`src/rtl/fifo_pkg.sv`:
```
// Shared types and helpers for the SRAM-backed FIFO (read and write sides).
package fifo_pkg;
  localparam int FIFO_DATA_W = 32;
  localparam int FIFO_ADDR_W = 4;

  typedef logic [FIFO_ADDR_W:0]   ptr_t;
  typedef logic [FIFO_ADDR_W-1:0] addr_t;
  typedef logic [FIFO_DATA_W-1:0] data_t;

  // Pointers carry a wrap bit, so plain modular subtraction gives the occupancy.
  function automatic ptr_t ptr_diff(input ptr_t a, input ptr_t b);
    return a - b;
  endfunction
endpackage

```
`src/rtl/fifo_skid2.sv`:
```
// Two-entry output buffer that absorbs the SRAM read latency; entry 0 is the head.
module fifo_skid2
  import fifo_pkg::*;
#(
  parameter int DATA_W = FIFO_DATA_W
) (
  input  logic              clk,
  input  logic              rst,
  input  logic              i_clr,
  input  logic              i_push,
  input  logic [DATA_W-1:0] i_data,
  input  logic              i_pop,
  output logic [DATA_W-1:0] o_head,
  output logic [1:0]        o_cnt
);

  logic [DATA_W-1:0] r_e0;
  logic [DATA_W-1:0] r_e1;
  logic [1:0]        r_cnt;

  // Caller guarantees no push into a full buffer and no pop from an empty one.
  always_ff @(posedge clk) begin
    if (rst) begin
      r_e0  <= '0;
      r_e1  <= '0;
      r_cnt <= '0;
    end else if (i_clr) begin
      r_cnt <= '0;
    end else begin
      case ({i_push, i_pop})
        2'b10: begin
          if (r_cnt == 2'd0) r_e0 <= i_data;
          else               r_e1 <= i_data;
          r_cnt <= r_cnt + 2'd1;
        end
        2'b01: begin
          r_e0  <= r_e1;
          r_cnt <= r_cnt - 2'd1;
        end
        2'b11: begin
          if (r_cnt == 2'd2) begin
            r_e0 <= r_e1;
            r_e1 <= i_data;
          end else begin
            r_e0 <= i_data;
          end
        end
        default: ;
      endcase
    end
  end

  assign o_head = r_e0;
  assign o_cnt  = r_cnt;

endmodule

```
`src/rtl/fifo_read_port.sv`:
```
// Consumer end of the SRAM FIFO: issues credited SRAM reads and streams entries out.
module fifo_read_port
  import fifo_pkg::*;
#(
  parameter int DATA_W = FIFO_DATA_W,
  parameter int ADDR_W = FIFO_ADDR_W
) (
  input  logic              clk,
  input  logic              rst,
  input  logic [ADDR_W:0]   wr_ptr,
  input  logic              flush,
  output logic [ADDR_W:0]   rd_ptr,
  output logic              sram_rd_en,
  output logic [ADDR_W-1:0] sram_rd_addr,
  input  logic [DATA_W-1:0] sram_rd_data,
  output logic              m_valid,
  output logic [DATA_W-1:0] m_data,
  input  logic              m_ready,
  output logic              empty,
  output logic [ADDR_W+1:0] level
);

  logic [ADDR_W:0] r_rd_ptr;
  logic            r_inflight;
  logic [1:0]      w_cnt;
  logic            w_pop;
  logic            w_issue;
  logic            w_sram_empty;
  logic [2:0]      w_credit;
  logic [ADDR_W:0] w_sram_lvl;

  // Full-width compare: equal low bits with differing wrap bit means full.
  assign w_sram_empty = (r_rd_ptr == wr_ptr);
  assign w_pop        = m_valid && m_ready;
  assign w_credit     = {1'b0, w_cnt} + {2'b00, r_inflight} - {2'b00, w_pop};
  assign w_issue      = !rst && !flush && !w_sram_empty && (w_credit < 3'd2);

  always_ff @(posedge clk) begin
    if (rst) begin
      r_rd_ptr   <= '0;
      r_inflight <= 1'b0;
    end else if (flush) begin
      r_rd_ptr   <= wr_ptr;
      r_inflight <= 1'b0;
    end else begin
      if (w_issue) r_rd_ptr <= r_rd_ptr + 1'b1;
      r_inflight <= w_issue;
    end
  end

  // A read returning during a flush is dropped by the buffer's clear.
  fifo_skid2 #(.DATA_W(DATA_W)) u_skid (
    .clk    (clk),
    .rst    (rst),
    .i_clr  (flush),
    .i_push (r_inflight),
    .i_data (sram_rd_data),
    .i_pop  (w_pop),
    .o_head (m_data),
    .o_cnt  (w_cnt)
  );

  assign w_sram_lvl   = wr_ptr - r_rd_ptr;
  assign level        = {1'b0, w_sram_lvl}
                      + {{(ADDR_W+1){1'b0}}, r_inflight}
                      + {{ADDR_W{1'b0}}, w_cnt};
  assign empty        = (level == '0);
  assign m_valid      = (w_cnt != 2'd0);
  assign rd_ptr       = r_rd_ptr;
  assign sram_rd_en   = w_issue;
  assign sram_rd_addr = r_rd_ptr[ADDR_W-1:0];

endmodule

```
`config.mk`:
```
export PLATFORM = sky130hd
export DESIGN_NAME = fifo_read_port
export DESIGN_NICKNAME = d
export VERILOG_FILES = /design/src/rtl/fifo_pkg.sv /design/src/rtl/fifo_skid2.sv /design/src/rtl/fifo_read_port.sv
export SDC_FILE = /design/constraint.sdc
export NUM_CORES = 1
export LEC_CHECK = 0
export CELL_PAD_IN_SITES_DETAIL_PLACEMENT = 0
export CELL_PAD_IN_SITES_GLOBAL_PLACEMENT = 1
export CORE_MARGIN = 3
export CORE_UTILIZATION = 25
export CTS_CLUSTER_SIZE = 20
export DETAILED_ROUTE_END_ITERATION = 10
export PLACE_DENSITY_LB_ADDON = 0.1
export SLEW_MARGIN = 20
export SYNTH_ARGS = -nofsm -noshare
export SYNTH_HDL_FRONTEND = slang
export SYNTH_SLANG_ARGS = --single-unit
```
`constraint.sdc`:
```
create_clock -name clk -period 2.7 [get_ports clk]
set_input_delay 0.27 -clock clk [delete_from_list [all_inputs] [get_ports clk]]
set_output_delay 0.27 -clock clk [all_outputs]
set_load 0.05 [all_outputs]
```
==> results.tsv, run 1 <==
stage	metric	value	unit
synth	Post-Syn Nets	451	
detailed_routing	Via density	4.726	
synth	Yosys Warn Count	0	
cts	clock latency on the worst-skew pair	0.34	ns
synth	EDFF count, synth	0	
synth	ys async rst share	0	%
status	failing checks	negative setup slack	
place	Placer Congestion	0.7637	
detailed_routing	Post-DRT Antenna Nets	0	
grt	largest net degree at the start of global routing	44	
pwr	Pwr per Cell Area	679.0	nW/µm²
detailed_routing	via count	3185	
status	outcome	finished with violations	
sta	Final Hold Fails	0	
synth	sequential fraction of the synthesis area	43.24	%
grt	gr usage total	14.18	%
cts	root buffer cell	clkbuf_16	
setup_path	largest fanout on the critical path	3	
finish	antenna cells	0	
sta	setup ws final	-0.05809	ns
sta	setup TNS	-0.1225	ns
setup_path	critical path's slowest cell	fa_1	
detailed_routing	drt total wl	10300	µm
hold_path	Hold Path Class	in2reg	
setup_path	slowest stage delay, CP	0.48	ns
detailed_routing	DRC	0	
hold_path	hold_sp	rst	
setup_path	CP Depth	10	
cts	CTS Buf Count	9	
sta	Fmax	0.3626	GHz
synth	ys flop type	dfxtp_1	
place	DP Wirelength	6646	µm
floorplan	Die Width	121.5	µm
pwr	VDD IR max	331.9	µV
finish	final net count	552	
setup_path	crit path DAT	2.49	ns
setup_path	worst-path cell chain	or2_4, nand2_4, inv_4, ha_4, nand2b_4, fa_1, nor3b_4, o211a_1, buf_6, buf_12	
finish	synth-to-layout area growth	56.04	%
grt	grt ovf	0	
floorplan	I/O pin count	91	
floorplan	Placeable Area	12820	µm²
setup_path	Buf/Inv on CP	3	
setup_path	RR Startpoint	u_skid.o_cnt[0]	
grt	vias in the first global route	3095	
finish	layout cells sized above 1	20.72	%
sta	Final Critical Period	2.758	ns
sta	unrepaired setup endpoints after global routing	yes	
grt	initial antenna violation count	0	
synth	Post-Syn Area per Cell	8.417	µm²
sta	Setup violations, final	3	
cts	TritonCTS clock tree	yes	
synth	post-synthesis cell area	3333	µm²
detailed_routing	First-pass DRT Iterations	4	
detailed_routing	Iteration-0 DRC Markers	246	
grt	first-pass GRT wire length	16470	µm
place	IO Port Bufs	90	
finish	most common cell after layout, fill and taps aside	clkdlybuf4s50_1	
setup_path	r2r setup slk	-0.04	ns
setup_path	Critical Path RT	2.43	ns
setup_path	critical path capture point type	output port	
sta	max-slew violations	0	
flow_run	max cap viols	0	
synth	Synth Register Bits	72	
floorplan	Die Area	14750	µm²
floorplan	Initial Util	25.99	%
detailed_routing	Wirelength per Cell	15.29	µm
finish	most frequent cells in the layout	clkdlybuf4s50_1 (80), nand2_1 (67), dfxtp_1 (66), nor2_1 (39), a21oi_1 (36)	
floorplan	Die Ht	121.5	µm
cts	H-tree Lvls	3	
pwr	leak pwr	1.922	nW
place	pre-CTS setup slack	-0.2608	ns
cts	worst-case clock buffer depth	2	
setup_path	capture point of the worst reg-to-reg path	rd_ptr[3]	
floorplan	Row Count	41	
pwr	total power	3.531	mW
setup_path	Top delay family on crit path	simple AND/OR/NAND/NOR gates	
cts	clock-pin slew on the worst setup and hold paths	0.06	ns
setup_path	Crit Path Class	reg2out	
sta	worst slew pin tran	0.7983	ns
sta	relative slew slack	46.78	%
synth	Mapped Cells	396	
sta	Tcrit/Tclk final	102.2	%
setup_path	crit start category	flop	
finish	post-route core utilization	40.56	%
setup_path	Reg2Reg Depth	12	
sta	post-route clock skew	0.005205	ns
cts	CTS Sinks	72	
synth	Netlist cell types	41	
cts	hold_buf cts	0	
hold_path	worst hold path stage count	3	
hold_path	Hold EP	r_inflight	
[where the power goes]
part | internal (mW) | leakage (nW) | switching (mW)
Sequential | 1.11 | 0.589 | 0.0351
Clock | 0.933 | 0.169 | 0.479
Combinational | 0.417 | 1.16 | 0.554
Total | 2.46 | 1.92 | 1.07
[cells by family after synthesis]
| logic type | synth area share (%) |
|---|---|
| simple gates | 22.45 |
| compound gates | 18.77 |
| flops | 43.24 |
| buf+inv | 7.019 |
| fa+ha+maj | 6.156 |
| xor+xnor | 2.365 |
[sequential cells by signal (all words and copies together) (netlist names)]
name           cells
u_skid.o_head     32
r_inflight         1
u_skid.r_e1       32
rd_ptr             5
u_skid.o_cnt       2
[stage by stage]
step	hold slack, ns	instance area (µm²)	std cells
global placement	0.4409	4657	649
global route	0.2549	5201	674
floorplan	0.4060	3442	396
CTS	0.2032	5092	670
detailed placement	0.4466	4657	649
finish	0.2354	5201	674
[area by class of cell]
type                    instances  area, µm²
repair buffers                125       1245
fillers                      1282       7624
flip-flops and latches         72       1459
inverters                      12      47.55
well taps                     172      215.2
clock buffers                  10      239.0
clock inverters                 6      115.1
multi-input cells             277       1881
[what timing repair did]
action,4_1_cts,5_1_grt
setup endpoints to repair,5,8
pin swaps,9,12
setup buffers,5,4
hold endpoints to repair,0,0
resized for setup,14,15
[tightest hold or removal path: stages]
cell	delay (ns)
buf_2	0.12
nor3b_4	0.05
o211a_1	0.09
[cell usage after synthesis (3+ instances only)]
master	count	share of area, %
nor2_1	40	4.5
nor2b_1	3	0.56
nand2_1	68	7.7
xor2_1	3	0.79
a21oi_1	39	5.9
clkbuf_1	15	1.7
buf_2	10	1.5
dfxtp_1	72	43
buf_6	4	1.4
inv_1	12	1.4
fa_1	4	2.4
xnor2_1	6	1.6
buf_4	4	0.90
a211oi_1	3	0.68
nor3_1	35	5.3
nand2b_1	4	0.75
a221oi_1	33	8.7
ha_1	10	3.8
[metal layers]
layer | vias up | GRT usage, % | wire length (µm)
li1 | 1584 | - | -
met1 | 1519 | 20.24 | 5055
met2 | 73 | 20.86 | 4737
met3 | 9 | 3.217 | 395
met4 | 0 | 5.042 | 115
met5 | - | 0 | 0
[worst max-delay path by stage]
stage / startpoint / endpoint / slack (ns)
after floorplan: u_skid.o_cnt[1] / rd_ptr[3] / -0.18
after global placement: wr_ptr[0] / empty / -0.22
after detailed placement: wr_ptr[0] / empty / -0.26
after CTS: rd_ptr[0] / empty / -0.11
after global routing: u_skid.o_cnt[0] / sram_rd_en / -0.18
final: u_skid.o_cnt[0] / sram_rd_en / -0.06
No activity file was read; power rests on OpenSTA's default activity.
==> run 2: changes to the inputs <==
--- a/config.mk
+++ b/config.mk
@@ -16,3 +16,4 @@
 export SYNTH_ARGS = -nofsm -noshare
 export SYNTH_HDL_FRONTEND = slang
 export SYNTH_SLANG_ARGS = --single-unit
+export TNS_END_PERCENT = 30
==> results.tsv, run 2 (synthesis gave the netlist of run 1 again) <==
stage	metric	value	unit	change
finish	most common cell after layout, fill and taps aside	clkdlybuf4s50_1		
floorplan	Row Count	41		unchanged
sta	setup ws final	-0.07412	ns	-0.01603 ns
pwr	Switch Pwr	1.034	mW	-3.1%
sta	Setup violations, final	2		-1
floorplan	Die Width	121.5	µm	unchanged
grt	gr usage total	13.98	%	-0.20 points
pwr	share of total power in combinational logic	28.6	%	+1.1 points
pwr	clock group share of total power	36.5	%	-3.5 points
setup_path	crit start category	flop		
place	DP Wirelength	6535	µm	-1.7%
cts	clock latency on the worst-skew pair	0.33	ns	about the same
hold_path	Hold Path Class	in2reg		
cts	CTS Buf Count	9		unchanged
finish	Layout fillers	1321		+3.0%
pwr	leak pwr	1.847	nW	-3.9%
status	outcome	finished with violations		
hold_path	hold_sp	rst		
sta	Tcrit/Tclk final	102.7	%	+0.59 points
grt	grt ovf	0		unchanged
place	IO Port Bufs	90		unchanged
setup_path	Critical Path RT	2.43	ns	about the same
setup_path	RR Startpoint	u_skid.o_cnt[0]		
grt	initial antenna violation count	0		unchanged
finish	antenna cells	0		unchanged
status	failing checks	negative setup slack		
cts	H-tree Lvls	3		unchanged
sta	worst slew pin tran	0.8345	ns	+0.03619 ns
floorplan	Initial Util	25.99	%	unchanged
place	Placer Congestion	0.7666		+0.38%
detailed_routing	First-pass DRT Iterations	4		unchanged
setup_path	crit path DAT	2.50	ns	about the same
detailed_routing	Wirelength per Cell	14.84	µm	-2.9%
floorplan	Die Area	14750	µm²	unchanged
finish	final net count	545		-1.3%
setup_path	critical path capture point type	output port		
cts	root buffer cell	clkbuf_16		
setup_path	CP Launch Point	u_skid.o_cnt[0]		
grt	first-pass GRT wire length	16190	µm	-1.7%
pwr	Pwr per Cell Area	652.7	nW/µm²	-3.9%
pwr	VDD IR max	247.7	µV	-25%
setup_path	Crit Path Class	reg2out		
place	placed insts	646		-0.46%
finish	layout cells sized above 1	17.98	%	-2.7 points
grt	largest net degree at the start of global routing	43		-2.3%
detailed_routing	Via density	4.732		+0.13%
cts	hold_buf cts	0		unchanged
grt	vias in the first global route	3101		+0.19%
pwr	Int Power	2.255	mW	-8.5%
floorplan	I/O pin count	91		unchanged
finish	Layout Cells excl Fill	667		-1.0%
flow_run	max cap viols	0		unchanged
sta	Final Hold Fails	0		unchanged
pwr	total power	3.290	mW	-6.9%
sta	Final Critical Period	2.774	ns	+0.01603 ns
setup_path	largest fanout on the critical path	4		+1
cts	TritonCTS clock tree	yes		
detailed_routing	DRC	0		unchanged
detailed_routing	drt total wl	9897	µm	-3.9%
floorplan	Die Ht	121.5	µm	unchanged
finish	most frequent cells in the layout	clkdlybuf4s50_1 (80), nand2_1 (67), dfxtp_1 (66), nor2_1 (39), a21oi_1 (38)		
cts	clock-pin slew on the worst setup and hold paths	0.06	ns	about the same
floorplan	Placeable Area	12820	µm²	unchanged
sta	Fmax	0.3605	GHz	-0.58%
detailed_routing	Post-DRT Antenna Nets	0		unchanged
cts	CTS Sinks	72		unchanged
sta	relative slew slack	44.37	%	-2.4 points
detailed_routing	via count	3156		-0.91%
sta	unrepaired setup endpoints after global routing	yes		
cts	worst-case clock buffer depth	2		unchanged
sta	max-slew violations	0		unchanged
finish	synth-to-layout area growth	51.20	%	
detailed_routing	Iteration-0 DRC Markers	178		-28%
pwr	Sw Ratio	31.44	%	+1.2 points
pwr	Reg power frac	34.9	%	+2.4 points
sta	post-route clock skew	0.003065	ns	-0.002141 ns
-- run 2: cell count changes in the layout (fill, tap and decap cells not counted), sizes merged --
cell      previous run  this run
clkinvlp             1         0
bufinv               3         1
buf                 44        37
clkbuf              10        11
clkinv               1         3
-- run 2: final timing paths --
path | end | cells after the start | slack [ns]
worst max register to register | rd_ptr[3] | 11 | -0.01
worst min-delay path | r_inflight | 4 | 0.36
worst min register to register | u_skid.r_e1[16] | 2 | 0.45
worst max-delay path | sram_rd_en | 10 | -0.07
-- run 2: critical path: stages, from the launching register on --
cell	delay, ns
dfxtp_2	0.33
or2_4	0.26
nand2_4	0.07
inv_4	0.04
ha_4	0.19
nand2b_4	0.13
fa_1	0.48
nor3b_4	0.19
o211a_1	0.22
buf_6	0.13
buf_12	0.13
-- run 2: layout make-up --
cell class / instances / area [µm²] / share of cell area [%]
clock inverter: 5 / 55.05 / 1.092
clock buffer: 11 / 242.7 / 4.816
sequential: 72 / 1454 / 28.85
inverter: 12 / 47.55 / 0.9434
timing repair buffer: 118 / 1205 / 23.91
tap: 172 / 215.2 / 4.270
multi-input combinational: 277 / 1821 / 36.12
-- run 2: per-stage QoR --
stage          area, µm²  worst slack [ns]  hold WS (ns)  utilization (%)  TNS (ns)
2_1_floorplan       3435           -0.1820        0.4060                -   -0.5149
4_1_cts             4979           -0.1040        0.2146            38.82   -0.3177
5_1_grt             5040           -0.1577        0.3741            39.30   -0.6022
3_5_place_dp        4639           -0.2468        0.4472            36.18   -0.8699
3_3_place_gp        4639           -0.2198        0.4412            36.18   -0.7356
6_report            5040          -0.07412        0.3607            39.30  -0.08183
-- run 2: per-layer routing --
metal	vias up	global-route usage [%]	part of all wire (%)
met2	69	21.62	47
met1	1505	19.21	47
met4	0	4.202	1.3
met3	10	3.497	4.8
li1	1572	-	-
met5	-	0	0
-- run 2: power by group through the flow --
stage	Clock (mW)	Combinational (mW)	Sequential, mW
after detailed placement	0	0.911	1.17
after CTS	1.25	0.935	1.15
after global routing	1.28	1.00	1.16
after global placement	0	0.905	1.17
final	1.20	0.941	1.15
after floorplan	0	0.394	1.32
-- run 2: repair_timing --
item,4_1_cts,5_1_grt
setup buffers,2,3
gates resized for setup,9,10
setup endpoints to repair,5,7
pin swaps,3,4
